## config.mk

```make
export PLATFORM = sky130hd
export DESIGN_NAME = line_buffer_ctrl
export DESIGN_NICKNAME = d
export VERILOG_FILES = /design/src/rtl/definitions_pkg.sv /design/src/rtl/line_buffer.sv /design/src/rtl/line_buffer_ctrl.sv
export SDC_FILE = /design/constraint.sdc
export NUM_CORES = 1
export LEC_CHECK = 0
export BUFFER_PORTS_ARGS = -buffer_cell sky130_fd_sc_hd__buf_2
export CAP_MARGIN = 10
export CORE_UTILIZATION = 60
export CTS_BUF_LIST = sky130_fd_sc_hd__clkbuf_8
export CTS_CLUSTER_DIAMETER = 80
export DETAILED_ROUTE_END_ITERATION = 6
export GPL_TIMING_DRIVEN = 0
export HOLD_SLACK_MARGIN = 0.15
export PLACE_DENSITY_LB_ADDON = 0.2
export RECOVER_POWER = 25
export REMOVE_ABC_BUFFERS = 1
export SYNTH_ARGS = -nofsm -noshare
export SYNTH_HDL_FRONTEND = slang
export SYNTH_SLANG_ARGS = --single-unit
```

## constraint.sdc

```tcl
create_clock -name clk -period 3.7 [get_ports clk]
set_input_delay 0.555 -clock clk [delete_from_list [all_inputs] [get_ports clk]]
set_output_delay 0.555 -clock clk [all_outputs]
set_load 0.005 [all_outputs]
```

## src/rtl/definitions_pkg.sv

```systemverilog
// Shared sizing, read-FSM state type and column arithmetic for the 3x3 line-buffer window path.
package definitions_pkg;

   localparam int IMAGE_WIDTH      = 8;
   localparam int NUM_LINE_BUFFERS = 4;
   localparam int WINDOW_ROWS      = 3;

   localparam int PIXEL_W        = 8;
   localparam int TAP_W          = WINDOW_ROWS * PIXEL_W;
   localparam int WINDOW_W       = WINDOW_ROWS * TAP_W;
   localparam int COL_W          = $clog2(IMAGE_WIDTH);
   localparam int IDX_W          = $clog2(NUM_LINE_BUFFERS);
   localparam int FILL_MAX       = NUM_LINE_BUFFERS * IMAGE_WIDTH;
   localparam int FILL_W         = $clog2(FILL_MAX + 1);
   localparam int READ_THRESHOLD = WINDOW_ROWS * IMAGE_WIDTH;

   typedef enum logic {IDLE, READ} rd_state_t;

   // Next column within one line, wrapping at the line end.
   function automatic logic [COL_W-1:0] col_inc(input logic [COL_W-1:0] col);
      return (col == COL_W'(IMAGE_WIDTH - 1)) ? '0 : col + COL_W'(1);
   endfunction

endpackage

```

## src/rtl/line_buffer.sv

```systemverilog
// One image line of storage; presents three horizontally adjacent pixels starting at the read
// pointer, the taps wrapping within the line.
module line_buffer
   import definitions_pkg::*;
(
   input  logic               clk,
   input  logic               rstN,
   input  logic [PIXEL_W-1:0] i_data,
   input  logic               i_data_valid,
   input  logic               i_rd_data,
   output logic [TAP_W-1:0]   o_data
);

   logic [PIXEL_W-1:0] line_mem [IMAGE_WIDTH];
   logic [COL_W-1:0]   wr_ptr_reg;
   logic [COL_W-1:0]   rd_ptr_reg;
   logic [COL_W-1:0]   tap1;
   logic [COL_W-1:0]   tap2;

   always_ff @(posedge clk) begin
      if (i_data_valid) begin
         line_mem[wr_ptr_reg] <= i_data;
      end
   end

   always_ff @(posedge clk or negedge rstN) begin
      if (!rstN) begin
         wr_ptr_reg <= '0;
         rd_ptr_reg <= '0;
      end else begin
         if (i_data_valid) begin
            wr_ptr_reg <= col_inc(wr_ptr_reg);
         end
         if (i_rd_data) begin
            rd_ptr_reg <= col_inc(rd_ptr_reg);
         end
      end
   end

   assign tap1   = col_inc(rd_ptr_reg);
   assign tap2   = col_inc(tap1);
   assign o_data = {line_mem[rd_ptr_reg], line_mem[tap1], line_mem[tap2]};

endmodule

```

## src/rtl/line_buffer_ctrl.sv

```systemverilog
// Rotating four-line buffer: writes fill one line at a time, reads stream a 3x3 window from the
// three oldest lines while the fourth keeps accepting pixels.
module line_buffer_ctrl
   import definitions_pkg::*;
(
   input  logic                clk,
   input  logic                rstN,
   input  logic [PIXEL_W-1:0]  i_pixel_data,
   input  logic                i_pixel_valid,
   output logic [WINDOW_W-1:0] o_window,
   output logic                o_window_valid,
   output logic                o_intr,
   output logic                o_overflow
);

   rd_state_t          state_reg, state_next;
   logic [COL_W-1:0]   wr_col_reg, wr_col_next;
   logic [IDX_W-1:0]   wr_idx_reg, wr_idx_next;
   logic [COL_W-1:0]   rd_col_reg, rd_col_next;
   logic [IDX_W-1:0]   rd_idx_reg, rd_idx_next;
   logic [FILL_W-1:0]  fill_reg, fill_next;
   logic               intr_reg, intr_next;
   logic               overflow_reg, overflow_next;

   logic               rd_active;
   logic               accept;
   logic [NUM_LINE_BUFFERS-1:0] wr_en;
   logic [NUM_LINE_BUFFERS-1:0] rd_en;
   logic [TAP_W-1:0]   lb_data [NUM_LINE_BUFFERS];
   logic [WINDOW_W-1:0] window;

   generate
      for (genvar gi = 0; gi < NUM_LINE_BUFFERS; gi++) begin : g_lb
         logic [IDX_W-1:0] rel_idx;

         // Distance from the oldest line being read; the window covers the next WINDOW_ROWS lines.
         assign rel_idx   = IDX_W'(gi) - rd_idx_reg;
         assign wr_en[gi] = accept && (wr_idx_reg == IDX_W'(gi));
         assign rd_en[gi] = rd_active && (rel_idx < IDX_W'(WINDOW_ROWS));

         line_buffer u_lb (
            .clk          (clk),
            .rstN         (rstN),
            .i_data       (i_pixel_data),
            .i_data_valid (wr_en[gi]),
            .i_rd_data    (rd_en[gi]),
            .o_data       (lb_data[gi])
         );
      end
   endgenerate

   always_comb begin
      rd_active     = (state_reg == READ);
      accept        = i_pixel_valid && ((fill_reg != FILL_W'(FILL_MAX)) || rd_active);
      overflow_next = overflow_reg || (i_pixel_valid && !accept);

      wr_col_next = wr_col_reg;
      wr_idx_next = wr_idx_reg;
      if (accept) begin
         if (wr_col_reg == COL_W'(IMAGE_WIDTH - 1)) begin
            wr_col_next = '0;
            wr_idx_next = wr_idx_reg + IDX_W'(1);
         end else begin
            wr_col_next = wr_col_reg + COL_W'(1);
         end
      end

      fill_next = fill_reg;
      if (accept && !rd_active) begin
         fill_next = fill_reg + FILL_W'(1);
      end else if (!accept && rd_active) begin
         fill_next = fill_reg - FILL_W'(1);
      end
   end

   always_comb begin
      state_next  = state_reg;
      rd_col_next = rd_col_reg;
      rd_idx_next = rd_idx_reg;
      intr_next   = 1'b0;
      case (state_reg)
         IDLE: begin
            // Looking at the post-edge fill lets the window open right after the third line lands.
            if (fill_next >= FILL_W'(READ_THRESHOLD)) begin
               state_next = READ;
            end
         end
         READ: begin
            if (rd_col_reg == COL_W'(IMAGE_WIDTH - 1)) begin
               rd_col_next = '0;
               rd_idx_next = rd_idx_reg + IDX_W'(1);
               intr_next   = 1'b1;
               state_next  = IDLE;
            end else begin
               rd_col_next = rd_col_reg + COL_W'(1);
            end
         end
         default: state_next = IDLE;
      endcase
   end

   always_ff @(posedge clk or negedge rstN) begin
      if (!rstN) begin
         state_reg    <= IDLE;
         wr_col_reg   <= '0;
         wr_idx_reg   <= '0;
         rd_col_reg   <= '0;
         rd_idx_reg   <= '0;
         fill_reg     <= '0;
         intr_reg     <= 1'b0;
         overflow_reg <= 1'b0;
      end else begin
         state_reg    <= state_next;
         wr_col_reg   <= wr_col_next;
         wr_idx_reg   <= wr_idx_next;
         rd_col_reg   <= rd_col_next;
         rd_idx_reg   <= rd_idx_next;
         fill_reg     <= fill_next;
         intr_reg     <= intr_next;
         overflow_reg <= overflow_next;
      end
   end

   // Oldest row occupies the top slice; rows outside READ are forced to zero.
   always_comb begin
      window = '0;
      if (rd_active) begin
         for (int r = 0; r < WINDOW_ROWS; r++) begin
            window[(WINDOW_ROWS - 1 - r) * TAP_W +: TAP_W] = lb_data[rd_idx_reg + IDX_W'(r)];
         end
      end
   end

   assign o_window       = window;
   assign o_window_valid = rd_active;
   assign o_intr         = intr_reg;
   assign o_overflow     = overflow_reg;

endmodule

```

# [Word-level counts from Yosys, hierarchy flattened]
# Memory sizes are Yosys's and may differ from the RTL's.
# Cells that the tools add are included.
[op_classes] add_sub_neg=23 magnitude_cmp=8 eq_ne=18 muxes=39 bitwise_logic=4 n_reduce_logical=19
[op_table] cell="24-bit binary-select mux with 2-bit select" n=3
[op_table] cell="24-bit 2-to-1 mux" n=6
[op_table] cell="72-bit 2-to-1 mux" n=1
[op_table] cell="3-bit by 1-bit adder with 3-bit output (second input constant)" n=14
[op_table] cell="3-bit equality test (second input constant)" n=14
[op_table] cell="3-bit 2-to-1 mux" n=14
[op_table] cell="1-bit logical AND" n=12
[op_table] cell="1-bit 2-to-1 mux" n=12
[op_table] cell="6-bit 2-to-1 mux" n=2
[op_table] cell="3-bit greater-or-equal comparator (second input constant)" n=3
[op_table] cell="2-bit NOT with 3-bit output" n=3
[op_table] cell="2-bit < comparator (second input constant)" n=4
[op_table] cell="6-bit by 1-bit adder with 6-bit output (second input constant)" n=1
[op_table] cell="6-bit by 5-bit greater-or-equal comparator with 1-bit output (second input constant)" n=1
[op_table] cell="6-bit != test (second input constant)" n=1
[op_table] cell="6-bit by 1-bit subtractor with 6-bit output (second input constant)" n=1
[op_table] cell="2-bit by 1-bit adder with 2-bit output (second input constant)" n=2
[op_table] cell="2-bit equality test (second input constant)" n=2
[op_table] cell="2-bit AND reduction" n=2
[op_table] cell="1-bit by 2-bit subtractor with 2-bit output (first input constant)" n=2
[op_table] cell="2-bit subtractor (first input constant)" n=2
[op_table] cell="2-bit adder (second input constant)" n=1
[op_table] cell="2-bit by 1-bit equality test with 1-bit output (second input constant)" n=1
[op_table] cell="1-bit zero test" n=2
[op_table] cell="4 further kinds" n=5
[word_totals] regBits=43 ramBits=256 input_bits=11 output_inout_bits=75 mem_count=4
[mem_list] name="g_lb[0].u_lb.line_mem" depth=8 word_bits=8 read_ports=3 rd_ports_with_merged_regs=0 wr=1 line_no="line_buffer.sv:14" text="logic [PIXEL_W-1:0] line_mem [IMAGE_WIDTH];"
[mem_list] name="g_lb[1].u_lb.line_mem" depth=8 word_bits=8 read_ports=3 rd_ports_with_merged_regs=0 wr=1 line_no="line_buffer.sv:14"
[mem_list] name="g_lb[2].u_lb.line_mem" depth=8 word_bits=8 read_ports=3 rd_ports_with_merged_regs=0 wr=1 line_no="line_buffer.sv:14"
[mem_list] name="g_lb[3].u_lb.line_mem" depth=8 word_bits=8 read_ports=3 rd_ports_with_merged_regs=0 wr=1 line_no="line_buffer.sv:14"

# [Logic depth before layout (Yosys ltp)]
[logic_depth] ltp_word=10 depth_mapped=13

# [Hierarchy]
# Synthesis repeated with hierarchy kept, for this count alone.
[hier_totals] cells_unflattened=1251 hier_area_um2=18751.7
[modules_own_cells] mod="line_buffer at g_lb[1].u_lb ..." n_inst=3 cells_per_inst=243 area_per_inst_um2=3876.2 seq_area_each_um2=2072.0
[modules_own_cells] mod="line_buffer at g_lb[0].u_lb" n_inst=1 cells_per_inst=251 area_per_inst_um2=3824.9 seq_area_each_um2=2072.0
[modules_own_cells] mod="line_buffer_ctrl" n_inst=1 cells_per_inst=271 area_per_inst_um2=3298.2 seq_area_each_um2=475.5

# [Least setup slack after synthesis]
# Ideal clock, no wire load.
[synth_timing] path_kind="reg2out" startpoint="register g_lb[0].u_lb.rd_ptr_reg[0]" endpoint="output o_window[24]" arrival_time_ns=2.483 slack_ns=0.662 stages_incl_launch_ff=11 path_buffers=3 cell_sequence="dfrtp_1 > ha_1 > ha_1 > ha_1 > buf_2 > buf_4 > buf_4 > mux2i_1 > a221oi_1 > o211ai_1 > a221oi_1"
[synth_between] elab_chain_len=9 elab_cells_between_ends=11
[synth_rtl] item="from (decl)" line_no="line_buffer.sv:16" text="logic [COL_W-1:0] rd_ptr_reg;"
[synth_rtl] item="from (signal assigned)" line_no="line_buffer.sv:35" text="rd_ptr_reg <= col_inc(rd_ptr_reg);"
[synth_rtl] item="3-bit by 1-bit adder with 3-bit output or 3-bit equality test (tied branches)" line_no="definitions_pkg.sv:21" text="return (col == COL_W'(IMAGE_WIDTH - 1)) ? '0 : col + COL_W'(1);"
[synth_rtl] item="3-bit 2-to-1 mux (*)" line_no="definitions_pkg.sv:21"
[synth_rtl] item="named net g_lb[0].u_lb.tap1[2]" line_no="line_buffer.sv:17" text="logic [COL_W-1:0] tap1;"
[synth_rtl] item="3-bit by 1-bit adder with 3-bit output or 3-bit equality test (tied branches)" line_no="definitions_pkg.sv:21"
[synth_rtl] item="3-bit 2-to-1 mux (*)" line_no="definitions_pkg.sv:21"
[synth_rtl] item="memory read 8 x 8 bit (*)"
[synth_rtl] item="24-bit binary-select mux with 2-bit select (*)" line_no="line_buffer_ctrl.sv:129" text="window[(WINDOW_ROWS - 1 - r) * TAP_W +: TAP_W] = lb_data[rd_idx_reg + IDX_W'(r)];"
[synth_rtl] item="24-bit 2-to-1 mux (not written as such) (*) (2 in a row)" line_no="line_buffer_ctrl.sv:129"
[synth_rtl] item="72-bit 2-to-1 mux (*)" line_no="line_buffer_ctrl.sv:127" text="if (rd_active) begin"
[synth_rtl] item="to (decl)" line_no="line_buffer_ctrl.sv:10" text="output logic [WINDOW_W-1:0] o_window,"
# Mark *: on every way through the listed nets, which the timed path passes. The rest lies on a longest branch. The select of a mux whose other input is x is not followed.

# [Final worst setup path]
[layout_timing] startpoint="register g_lb[0].u_lb.rd_ptr_reg[1]" endpoint="output o_window[29]"
[layout_between] elab_chain_len=9 elab_cells_between_ends=11
[layout_rtl] item="3-bit by 1-bit adder with 3-bit output or 3-bit equality test (tied branches)" line_no="definitions_pkg.sv:21"
[layout_rtl] item="3-bit 2-to-1 mux (*)" line_no="definitions_pkg.sv:21"
[layout_rtl] item="3-bit by 1-bit adder with 3-bit output or 3-bit equality test (tied branches)" line_no="definitions_pkg.sv:21"
[layout_rtl] item="3-bit 2-to-1 mux (*)" line_no="definitions_pkg.sv:21"
[layout_rtl] item="memory read 8 x 8 bit (*)"
[layout_rtl] item="24-bit binary-select mux with 2-bit select (*)" line_no="line_buffer_ctrl.sv:129"
[layout_rtl] item="24-bit 2-to-1 mux (not written as such) (*) (2 in a row)" line_no="line_buffer_ctrl.sv:129"
[layout_rtl] item="72-bit 2-to-1 mux (*)" line_no="line_buffer_ctrl.sv:127"
# Every way passes the cells marked *; elsewhere a longest branch is shown, timed or not. The select of a mux whose other input is x is not followed.

==> metrics.md <==
| Metric | Value |
|---|---|
| Setup ws final | -0.342 ns |
| Total stage count of the critical path | 9 |
| RSZ-0062 raised after global routing | true |
| Synth warn | 0 |
| Synth Area per Inst | 13.4 µm² |
| CP Launch Point | g_lb[0].u_lb.rd_ptr_reg[1]$_DFFE_PN0P_ |
| Post-synth top area share | 42.9% |
| Clock buffer depth | 3 |
| Reg2reg path depth | 7 |
| Dpl hpwl | 35200 µm |
| Root buf cell | clkbuf_8 |
| Die H | roughly 170 µm |
| WHS Path Cells | 2 |
| HP Class | input port to register |
| Fraction of layout cells with a size suffix above 1 | 39.3% |
| Min-delay src | i_pixel_valid |
| Sink Count | 299 |
| Prevailing post-synth register cell | edfxtp_1 |
| Worst hold endpoint | fill_reg[1]$_DFF_PN0_ |
| Cells after Synth | 1334 |
| Final setup fails | 34 |
| Critical Path AT | between 3 and 4 ns |
| Fin crit period | 4.04 ns |
| Crit path max fanout | 7 |
| Cell Area, Synth | about 18000 µm² |
| Delay-heaviest family, CP | compound AO/OA/AOI/OAI gates |
| Critical Path Sink Type | output port |
| Worst-path clk slew | 0.06 ns |
| Post-synthesis cell type count | 66 |
| Rows | 62 |
| Die Area | 30500 µm² |
| Port Buffer Count | 85 |
| Synth async-reset ratio | 14.4% |
| DRT iter0 DRCs | 2843 |
| Final core utilization | 75.3% |
| Period utilization | 109% |
| Drt pass-1 iters | 7 |
| Antenna Cells | 0 |
| Status | complete, but fails checks |
| CP Class | register to output port |
| Grt total ovfl | 0 |
| Worst slew margin | -12.6% |
| Yosys top cell by area | edfxtp_1 |
| Worst path cell trace | ha_4, ha_4, or2_1, nand2_2, o22ai_4, a221oi_4, o211ai_1, a221oi_2, buf_2 |
| Die width | 175 µm |
| Flop-to-flop setup slack | 0.27 ns |
| CTS tree | yes |
| Vias/cell | approximately 7.5 |
| Count of flip-flops with a built-in enable after synthesis | 256 |
| FILL cells | 1724 |
| Final ANT Viol Nets | 0 |
| CP peak stage delay | 0.51 ns |
| Worst Path Buf+Inv | 1 |
| DR vias | 14.5k |
| Max Cap Viol | 7 |
| Final count of hold timing violations | 0 |
| Clk Latency, worst-skew pair | 0.59 ns |
| Largest cells by area after synthesis | edfxtp_1 43%, mux4_2 15%, mux2i_1 7.3% |
| GP Congestion | around 0.96 |
| Required time of the critical path | 3.14 ns |
| Total wire length | 60200 µm |
| Remaining DRCs | 1 |
| Worst path slowest cell | dfrtp_4 |
| Nets@finish | roughly 1.5k |
| Reg2reg end | g_lb[0].u_lb.line_mem[4][4]$_DFFE_PP_ |
| First-pass GRT wire length | 83800 µm |
| Vias in the first global route | around 14k |
| Violated checks | DRC, capacitance limit, slew limit, setup timing |
| Core outline area | approximately 29000 µm² |
| Initial Util | between 60 and 70% |
| CTS buffer count | 50 |
| CP dominant cell by count | ha_4 |
| CP startpoint kind | register |
| Worst-Margin Slew | 1.69 ns |
| Largest net degree at the start of global routing | 69 |
| Max Slew Vio Count | 231 |
| IO Count | 86 |
| Gr usage total | 37.4% |
| Synth Register Bits | 299 |
| Drt wl/cell | approximately 31 µm |
| Initial antenna violation count | 1 |
| Sequential fraction of the synthesis area | between 40% and 50% |
| Post-Route Skew | 0.0360 ns |
| R2R Path Start | fill_reg[0]$_DFF_PN0_ |
| P&R area growth vs syn | 22.1% |
| Max reg flops | 256 |
| H-tree levels | 2 |
| Fmax | 0.247 GHz |
-- timing repair --
item                                   4_1_cts  5_1_grt
hold buffers                                 0        1
resized for setup                          166       74
buffers inserted                            79       37
pin swaps                                   33       24
gates cloned                                 4        0
endpoints found under the hold margin        0        9
setup endpoints to repair                   72       65
-- worst max path at each step --
stage / to / slack (ns)
3_5_place_dp: o_window[29] / -1.99
6_report: o_window[29] / -0.34
2_1_floorplan: o_window[24] / -0.80
4_1_cts: o_window[30] / -0.07
5_1_grt: o_window[53] / -0.40
3_3_place_gp: o_window[24] / -2.47
-- per-stage QoR --
step                worst slack, ns  setup TNS, ns  instances  hold slack (ns)  instance area [µm²]
global route                 -0.402          -5.19       1927            0.272                21900
finish                       -0.342          -3.72       1927            0.287                21900
global placement              -2.47        -264.38       1704            0.466                18300
detailed placement            -1.99         -67.53       1714            0.469                18500
floorplan                    -0.798         -16.11       1235            0.259                17400
CTS                         -0.0682         -0.528       1888            0.261                21100
-- synthesized netlist by cell type, types with 7 or more instances --
library cell and number:
a21oi_1 49, a221oi_1 18, a22o_1 9, a22oi_1 63
and3_1 31, buf_1 7, buf_2 18, buf_4 21
buf_6 10, clkbuf_1 40, dfrtp_1 43, edfxtp_1 256
ha_1 34, mux2_2 36, mux2i_1 131, mux4_2 123
nand2_1 120, nand2b_1 14, nand3_1 19, nor2_1 71
nor2b_1 8, nor3_1 22, o2111ai_1 8, o211ai_1 8
o21ai_0 23, o221ai_1 13, o22ai_1 42
-- cells by family after synthesis --
| kind of cell | after synthesis | share of synthesized area, % |
|---|---|---|
| simple gates | 319 | 8.52 |
| flops | 299 | 48.9 |
| mux | 293 | 25.5 |
| compound gates | 267 | 10.6 |
| buf+inv | 111 | 3.33 |
| fa+ha+maj | 34 | 2.38 |
| xor+xnor | 11 | 0.727 |
-- layer usage --
metal | share of wire, % | up-vias | global-route usage (%)
met5 | 0.0083 | - | 0
met4 | 6.6 | 2 | 18.2
met1 | 33 | 7070 | 48.6
li1 | - | 5762 | -
met3 | 15 | 330 | 9.81
met2 | 46 | 1350 | 58.9
-- worst register-to-register path: stages, from the launching register on --
cell     delay, ns
dfrtp_1       0.43
inv_1         0.07
ha_1          0.23
nand3_1       0.11
o31a_1        0.63
nand2_1       0.27
or2_2         0.39
nor2_1        0.93
-- cells in the final DEF, fill, tap and decap left out, types with 10 or more instances in the layout --
cell type    n
edfxtp_1   256
mux4_2     126
nand2_1    114
mux2i_1     92
buf_4       78
buf_2       76
a22oi_1     63
nor2_1      57
clkbuf_8    57
a21oi_1     38
o22ai_1     35
and3_1      31
mux2_2      30
dfrtp_1     28
mux2i_4     27
buf_12      24
ha_1        21
o21ai_0     20
inv_1       19
nand3_1     19
buf_6       15
nor3_1      14
nand2b_1    13
mux2i_2     12
ha_4        12
clkinv_2    11
nor2_4      11
a21oi_2     10
clkinv_1    10
dfrtp_4     10
-- cell type report --
type | instances | area [µm²] | share of cell area (%)
well taps | 384 | 480 | 2.20
clock buffers | 57 | 785 | 3.59
flip-flops and latches | 299 | 8810 | 40.3
inverters | 12 | 56.3 | 0.258
multi-input cells | 928 | 9680 | 44.3
repair buffers | 213 | 1860 | 8.51
clock inverters | 34 | 190 | 0.870
Power is not shown: default switching activity piles up to over one toggle a cycle in this logic, so the estimate is an artifact.
